File: config.mk
export PLATFORM = sky130hd
export DESIGN_NAME = uart_rx_flat
export DESIGN_NICKNAME = d
export VERILOG_FILES = /design/src/rtl/uart_rx_if.sv /design/src/rtl/uart_rx.sv /design/src/flat_wrapper.sv
export SDC_FILE = /design/constraint.sdc
export NUM_CORES = 1
export LEC_CHECK = 0
export CAP_MARGIN = 30
export CORE_MARGIN = 3
export CORE_UTILIZATION = 51
export DETAILED_ROUTE_END_ITERATION = 6
export GPL_TIMING_DRIVEN = 0
export PLACE_DENSITY = 0.75
export SYNTH_ARGS = -nofsm -noshare
export SYNTH_HDL_FRONTEND = slang
export SYNTH_SLANG_ARGS = --single-unit
File: constraint.sdc
create_clock -name clk -period 2.42 [get_ports clk]
set_clock_uncertainty 0.15 [all_clocks]
set_input_delay 0.484 -clock clk [delete_from_list [all_inputs] [get_ports clk]]
set_output_delay 0.484 -clock clk [all_outputs]
set_load 0.01 [all_outputs]
File: src/rtl/uart_rx_if.sv
// Consumer-side handshake bundle for uart_rx: received byte, status flags and acknowledge.
// ParityErr is present only when UART_RX_PARITY_EN is defined.
interface uart_rx_if;
  logic [7:0] Dout;
  logic       Receive;
  logic       FrameErr;
  logic       Overrun;
  logic       Busy;
  logic       ReceiveAck;
`ifdef UART_RX_PARITY_EN
  logic       ParityErr;
`endif

  modport master (
`ifdef UART_RX_PARITY_EN
    output ParityErr,
`endif
    output Dout, Receive, FrameErr, Overrun, Busy,
    input  ReceiveAck
  );

  modport slave (
`ifdef UART_RX_PARITY_EN
    input  ParityErr,
`endif
    input  Dout, Receive, FrameErr, Overrun, Busy,
    output ReceiveAck
  );
endinterface

File: src/rtl/uart_rx.sv
// UART receiver: 8N1 frames, mid-bit sampling, level/ack handshake with sticky error flags.
// Define UART_RX_PARITY_EN to insert an odd-parity bit between data and stop (adds ParityErr).
module uart_rx #(
  parameter int CLK_FREQUENCY = 100_000_000,
  parameter int BAUD_RATE     = 19_200
) (
  input  logic      clk,
  input  logic      reset,
  input  logic      Sin,
  uart_rx_if.master rx
);

  localparam int BAUD_TICKS = CLK_FREQUENCY / BAUD_RATE;
  localparam int CNT_W      = $clog2(BAUD_TICKS);
  localparam logic [CNT_W-1:0] CNT_LAST = CNT_W'(BAUD_TICKS - 1);
  localparam logic [CNT_W-1:0] CNT_HALF = CNT_W'(BAUD_TICKS / 2 - 1);

  typedef enum logic [2:0] {
    IDLE,
    START,
    DATA,
`ifdef UART_RX_PARITY_EN
    ODD_PARITY,
`endif
    STOP
  } state_t;

  state_t           state_q, state_d;
  logic [CNT_W-1:0] cnt_q;
  logic [2:0]       bit_cnt_q;
  logic [7:0]       shift_q;
  logic             sync1_q, sin_s;

  // Sample strobes produced by the next-state logic
  logic shift_en, capture, frame_err_set;
`ifdef UART_RX_PARITY_EN
  logic par_err_set;
`endif

  // Synchronizer resets to the idle line level so reset release never looks like a start bit.
  always_ff @(posedge clk or negedge reset) begin
    if (!reset) begin
      sync1_q <= 1'b1;
      sin_s   <= 1'b1;
    end else begin
      // NOTE: sequential state uses <= so every flop sees pre-edge values, keeping the two stages distinct.
      sync1_q <= Sin;
      sin_s   <= sync1_q;
    end
  end

  always_ff @(posedge clk or negedge reset) begin
    if (!reset) state_q <= IDLE;
    else        state_q <= state_d;
  end

  always_comb begin
    // NOTE: every output of this block is defaulted first; a missing branch would otherwise infer a latch.
    state_d       = state_q;
    shift_en      = 1'b0;
    capture       = 1'b0;
    frame_err_set = 1'b0;
`ifdef UART_RX_PARITY_EN
    par_err_set   = 1'b0;
`endif
    unique case (state_q)
      IDLE:  if (!sin_s) state_d = START;
      START: if (cnt_q == CNT_HALF) state_d = sin_s ? IDLE : DATA;
      DATA: begin
        if (cnt_q == CNT_LAST) begin
          shift_en = 1'b1;
`ifdef UART_RX_PARITY_EN
          if (bit_cnt_q == 3'd7) state_d = ODD_PARITY;
`else
          if (bit_cnt_q == 3'd7) state_d = STOP;
`endif
        end
      end
`ifdef UART_RX_PARITY_EN
      ODD_PARITY: begin
        if (cnt_q == CNT_LAST) begin
          par_err_set = ~(^shift_q ^ sin_s);
          state_d     = STOP;
        end
      end
`endif
      STOP: begin
        if (cnt_q == CNT_LAST) begin
          capture       = sin_s;
          frame_err_set = ~sin_s;
          state_d       = IDLE;
        end
      end
      default: state_d = IDLE;
    endcase
  end

  // Counter restarts on each state entry and on each completed bit period within DATA.
  always_ff @(posedge clk or negedge reset) begin
    if (!reset) begin
      cnt_q     <= '0;
      bit_cnt_q <= '0;
      shift_q   <= '0;
    end else begin
      if (state_q == IDLE || state_d != state_q || cnt_q == CNT_LAST) cnt_q <= '0;
      else                                                           cnt_q <= cnt_q + 1'b1;

      if (state_q == START)  bit_cnt_q <= '0;
      else if (shift_en)     bit_cnt_q <= bit_cnt_q + 1'b1;

      if (shift_en) shift_q <= {sin_s, shift_q[7:1]};
    end
  end

  // Acknowledge clears first; a capture or error on the same edge then takes precedence.
  always_ff @(posedge clk or negedge reset) begin
    if (!reset) begin
      rx.Dout      <= 8'h00;
      rx.Receive   <= 1'b0;
      rx.FrameErr  <= 1'b0;
      rx.Overrun   <= 1'b0;
`ifdef UART_RX_PARITY_EN
      rx.ParityErr <= 1'b0;
`endif
    end else begin
      if (rx.ReceiveAck) begin
        rx.Receive   <= 1'b0;
        rx.FrameErr  <= 1'b0;
        rx.Overrun   <= 1'b0;
`ifdef UART_RX_PARITY_EN
        rx.ParityErr <= 1'b0;
`endif
      end
      if (capture) begin
        rx.Dout    <= shift_q;
        rx.Receive <= 1'b1;
        rx.Overrun <= rx.Overrun | (rx.Receive & ~rx.ReceiveAck);
      end
      if (frame_err_set) rx.FrameErr <= 1'b1;
`ifdef UART_RX_PARITY_EN
      if (par_err_set) rx.ParityErr <= 1'b1;
`endif
    end
  end

  assign rx.Busy = (state_q != IDLE);

endmodule

File: src/flat_wrapper.sv
// flat-port wrapper written by rule: the top's interface ports become plain ports
module uart_rx_flat 
#(
  parameter int CLK_FREQUENCY = 100_000_000,
  parameter int BAUD_RATE     = 19_200
)
  (clk, reset, Sin, rx_Dout, rx_Receive, rx_FrameErr, rx_Overrun, rx_Busy, rx_ReceiveAck);
  uart_rx_if rx_i ();
  input  logic clk;
  input  logic reset;
  input  logic Sin;
  output wire logic [$bits(rx_i.Dout)-1:0] rx_Dout;
  output wire logic [$bits(rx_i.Receive)-1:0] rx_Receive;
  output wire logic [$bits(rx_i.FrameErr)-1:0] rx_FrameErr;
  output wire logic [$bits(rx_i.Overrun)-1:0] rx_Overrun;
  output wire logic [$bits(rx_i.Busy)-1:0] rx_Busy;
  input wire logic [$bits(rx_i.ReceiveAck)-1:0] rx_ReceiveAck;
  assign rx_Dout = rx_i.Dout;
  assign rx_Receive = rx_i.Receive;
  assign rx_FrameErr = rx_i.FrameErr;
  assign rx_Overrun = rx_i.Overrun;
  assign rx_Busy = rx_i.Busy;
  assign rx_i.ReceiveAck = rx_ReceiveAck;
  uart_rx #(.CLK_FREQUENCY(CLK_FREQUENCY), .BAUD_RATE(BAUD_RATE)) u_core (.clk(clk), .reset(reset), .Sin(Sin), .rx(rx_i));
endmodule
**Word-level counts from Yosys, hierarchy flattened**

Cells that the tools add are included.

- Logic and storage cells: 50
- Bits of input ports: 4
- Output and inout port bits: 12
- Flip-flop bits (word level): 40

- Equal/unequal tests: 7
- Bitwise logic cells: 4
- Reduce and logical (&&, ||, !) cells: 7
- Muxes and demuxes: 20
- Add/subtract/negate cells: 2

Operators by type and width:

| kind | number |
|---|---|
| 3-bit two-way mux | 7 |
| 13-bit by 1-bit adder with 13-bit output (second input constant) | 1 |
| 13-bit by 12-bit == test with 1-bit output (second input constant) | 1 |
| 13-bit == test (second input constant) | 1 |
| 13-bit two-way mux | 1 |
| 3-bit one-hot mux with 4 select lines | 1 |
| 1-bit two-way mux | 10 |
| 3-bit by 2-bit == test with 1-bit output (second input constant) | 2 |
| 2-bit nonzero test | 3 |
| 3-bit by 1-bit adder with 3-bit output (second input constant) | 1 |
| 3-bit by 1-bit == test with 1-bit output (second input constant) | 1 |
| 3-bit == test (second input constant) | 1 |
| 3-bit logical NOT | 1 |
| 3-bit != test | 1 |
| 3-bit nonzero test | 1 |
| 1-bit logical OR | 2 |
| 2-bit two-way mux | 1 |
| 1-bit inverter | 2 |
| 1-bit AND | 1 |
| 1-bit OR | 1 |

**Depth between registers and ports, before layout**

- Depth after elaboration: 8
- Depth in mapped cells: 6
- Gate-level depth less buffers: 5

**Worst setup path before layout**

Ideal clock, no wire load.

- Path kind: register to register
- Start point: register u_core.cnt_q[3]
- End point: register u_core.rx.Dout[0]
- Path slack: -27 ps
- Arrival: 2,172 ps
- Setup time: 125 ps
- Required time: 2,145 ps
- Path buffers: 2
- Clock period less this slack: 2,447 ps
- Cell stages (with the launch flop): 7
- Cells stage by stage: dfrtp_1 > buf_6 > or4b_4 > or3_4 > or3_1 > buf_6 > mux2_4

- Word-level cells in the longest chain between the ends: 3

Ends and longest elaborated chain:

| item | RTL line | source |
|---|---|---|
| start: declaration | uart_rx.sv:29 | `logic [CNT_W-1:0] cnt_q;` |
| start signal: assignment | uart_rx.sv:106 | `else cnt_q <= cnt_q + 1'b1;` |
| 13-bit == test | uart_rx.sv:88 | `if (cnt_q == CNT_LAST) begin` |
| 1-bit two-way mux | uart_rx.sv:88 |  |
| 1-bit two-way mux | uart_rx.sv:66 | `unique case (state_q)` |
| end signal: assignment | uart_rx.sv:135 | `rx.Dout <= shift_q;` |
| end: declaration | uart_rx_if.sv:18 | `output Dout, Receive, FrameErr, Overrun, Busy,` |

No other way between the ends.
A chain may end at the register's enable or synchronous reset.

**Final worst setup path**

- Start point: register u_core.cnt_q[9]
- End point: register u_core.rx.Dout[3]

Same word-level chain as after synthesis.

==> reports/metrics.yaml <==
outcome: "finished clean"
synth_common_cells: "38 x dfrtp_1, 13 x nor2_1, 10 x nor3_1"
synth_top_cell_area_share_pct: 51.7
rsz0062_at_grt: "yes"
avgSynthCellArea_um2: 11.9
routed_wl_mm: 3.34
num-fill-cells: 271
root_buffer: "clkbuf_4"
synth_edf_count: 0
multiInputGateArea_um2: 777
crit_path_end_kind: "register"
grt_pass1_vias: 1241
crit_top_cell: "or3_4"
ys_seq_elements: 40
worstMarginPinSlew_ns: 0.855
wire_per_inst_um: 14.8
cts_tree: "yes"
numClockSinks: 40
finalSetupViolCount: 0
die_w_um: 66.1
gp_congestion: 0.908
critPathArrivalTime_ns: 2.48
register_area_um2: 1010
max_stage_delay_ns: 0.57
syn_to_final_growth_pct: 17.6
required_ns: 2.50
antenna_found_initial: 0
clock_latency_ns: 0.34
vdd_drop_max_mv: 0.286
p_int_uw: 831
path_cells: "or4b_4, or3_4, or3_4, buf_6, mux2_4"
antenna_cells: 0
final_hold_viol_count: 0
drc: 0
maxCapViolations: 0
synth.most_common_cell: "dfrtp_1"
synth_nets: 161
synth-async-reset-ratio_pct: 100
clk_path_buf_depth: 2
drive_gt1_share_pct: 23.3
finalWorstPathRequiredPeriod_ns: 2.39
clock_power_share_pct: 32.1
max_freq_mhz: 418
initial_utilization_pct: 53.8
first_pass_iters: 4
grt_pass1_wl_mm: 5.70
syn_inst: 154
power_density_nw_per_um2: 500
r2r-start: "u_core.cnt_q[9]"
slew_headroom_pct: 43.0
final_max_slew_viol_count: 0
synthFlopType: "dfrtp_1"
crit_slowest_cell: "or4b_4"
ios: 16
stdcell_count: 226
crit_fanout: 5
overflow: 0
path_class: "reg -> reg"
yosys_warnings: 0
post-place-cells: 215
synth_cell_types: 39
nNetsFinal: 186
synth_top_cell_by_area: "dfrtp_1"
dpl.hpwl_mm: 2.33
start_kind: "register"
io_buffers: 15
fin_tns_setup_ns: 0
combPwrFrac_pct: 4.4
row_count: 21
drt_iter0_drc: 69
viasPerCell: 5.46
grt_usage_pct: 17.5
p_leak_nw: 0.980
hp-class: "in -> async"
yosys-top-cells-area: "dfrtp_1 52%, mux2_4 6.5%, mux2_2 4.3%, xnor2_1 3.3%, dfstp_2 2.9%"
seq_power_share_pct: 63.5
cts.clk_slew.worst_paths_ns: 0.12
power_mw: 1.08
die_area_um2: 4360
hold_ws_ns: 0.0950
grt_max_degree: 41
vias: 1234
synth.cell_area_um2: 1840
dieHeight_um: 66.1
critPathLaunch: "u_core.cnt_q[9]"
drtAntennaViolNets: 0
ctsHoldBuffers: 0
final.period_utilization_pct: 98.9
p_sw_uw: 251
core_um2: 3420
yosysSeqAreaShare_pct: 54.6
switching_share_pct: 23.2
cts_buffers: 5
h-tree-depth: 2
cell families after synthesis:
group / after synthesis / synth area share [%]
other: 1 / 0.204
AOI/OAI and AO/OA: 13 / 5.31
adders and majority gates: 3 / 2.04
DFF: 40 / 54.6
and+or+nand+nor: 52 / 16.1
buffers and inverters: 16 / 4.15
muxes: 17 / 11.9
xor gates and xnor gates: 12 / 5.71
power groups by stage:
stage | Clock [mW] | Combinational, mW | Sequential (mW)
after floorplan | 0 | 0.0220 | 0.694
after global placement | 0 | 0.0476 | 0.696
after detailed placement | 0 | 0.0479 | 0.696
after CTS | 0.363 | 0.0463 | 0.687
after global routing | 0.390 | 0.0556 | 0.689
final | 0.348 | 0.0473 | 0.687
cells in the final DEF, fill, tap and decap left out, drive strengths merged, types with 3 or more instances in the layout:
cell / n
nor3: 10
dfrtp: 38
nand2: 4
xnor2: 7
buf: 10
o21ai: 3
or3: 3
clkdlybuf4s50: 14
xor2: 5
clkbuf: 7
nand3: 7
mux2: 15
inv: 9
ha: 3
nor2: 13
critical path: cells and delay by family (launching register included):
| kind | cells | cell delay (ns) |
|---|---|---|
| flip-flops | 1 | 0.40 |
| multiplexers | 1 | 0.29 |
| AND/OR/NAND/NOR | 3 | 1.31 |
| buffers and inverters | 1 | 0.15 |
final timing paths:
path,endpoint,slack (ns),depth (start not counted)
max in group asynchronous,u_core.state_q[2],1.42,1
worst min-delay path,u_core.rx.Dout[0],0.09,1
min in group clk,u_core.sin_s,0.22,0
worst max register to register,u_core.rx.Dout[3],0.03,5
worst max-delay path,u_core.rx.Dout[3],0.03,5
worst min register to register,u_core.sin_s,0.22,0
stage by stage:
stage | area [µm²] | setup WS (ns) | utilization (%)
after global routing | 2160 | -0.0158 | 63.3
after global placement | 2050 | -0.137 | 59.9
after floorplan | 1840 | 0.0315 | -
after detailed placement | 2040 | -0.0488 | 59.8
final | 2160 | 0.0257 | 63.3
after CTS | 2150 | 0.00482 | 62.8
layout make-up:
| class | count | share of cell area, % |
|---|---|---|
| buffer | 2 | 0.868 |
| inverter | 9 | 1.56 |
| timing repair buffer | 23 | 9.66 |
| multi-input combinational | 98 | 35.9 |
| tap | 46 | 2.66 |
| clock inverter | 2 | 0.463 |
| sequential | 40 | 46.5 |
| clock buffer | 6 | 2.37 |
registers in the layout, summed over array words and instances (netlist names):
| register | cells |
|---|---|
| u_core.bit_cnt_q | 3 |
| u_core.cnt_q | 13 |
| u_core.rx.Dout | 8 |
| u_core.rx.FrameErr | 1 |
| u_core.rx.Overrun | 1 |
| u_core.rx.Receive | 1 |
| u_core.shift_q | 8 |
| u_core.sin_s | 1 |
| u_core.state_q | 3 |
| u_core.sync1_q | 1 |
timing repair:
| item | in CTS | in global routing |
|---|---|---|
| buffers inserted | 5 | 2 |
| endpoints found under the setup margin | 14 | 12 |
| gates cloned | 1 | 0 |
| pin swaps | 0 | 0 |
| gates resized for setup | 4 | 5 |
per-layer routing:
layer  global-route usage [%]  vias up  wire (µm)
met3                     4.08        7        106
met5                        0        -          0
li1                         -      597          -
met1                     22.0      609       1480
met4                     7.11        0         57
met2                     28.9       21       1700
No activity file was read; power rests on OpenSTA's default activity.
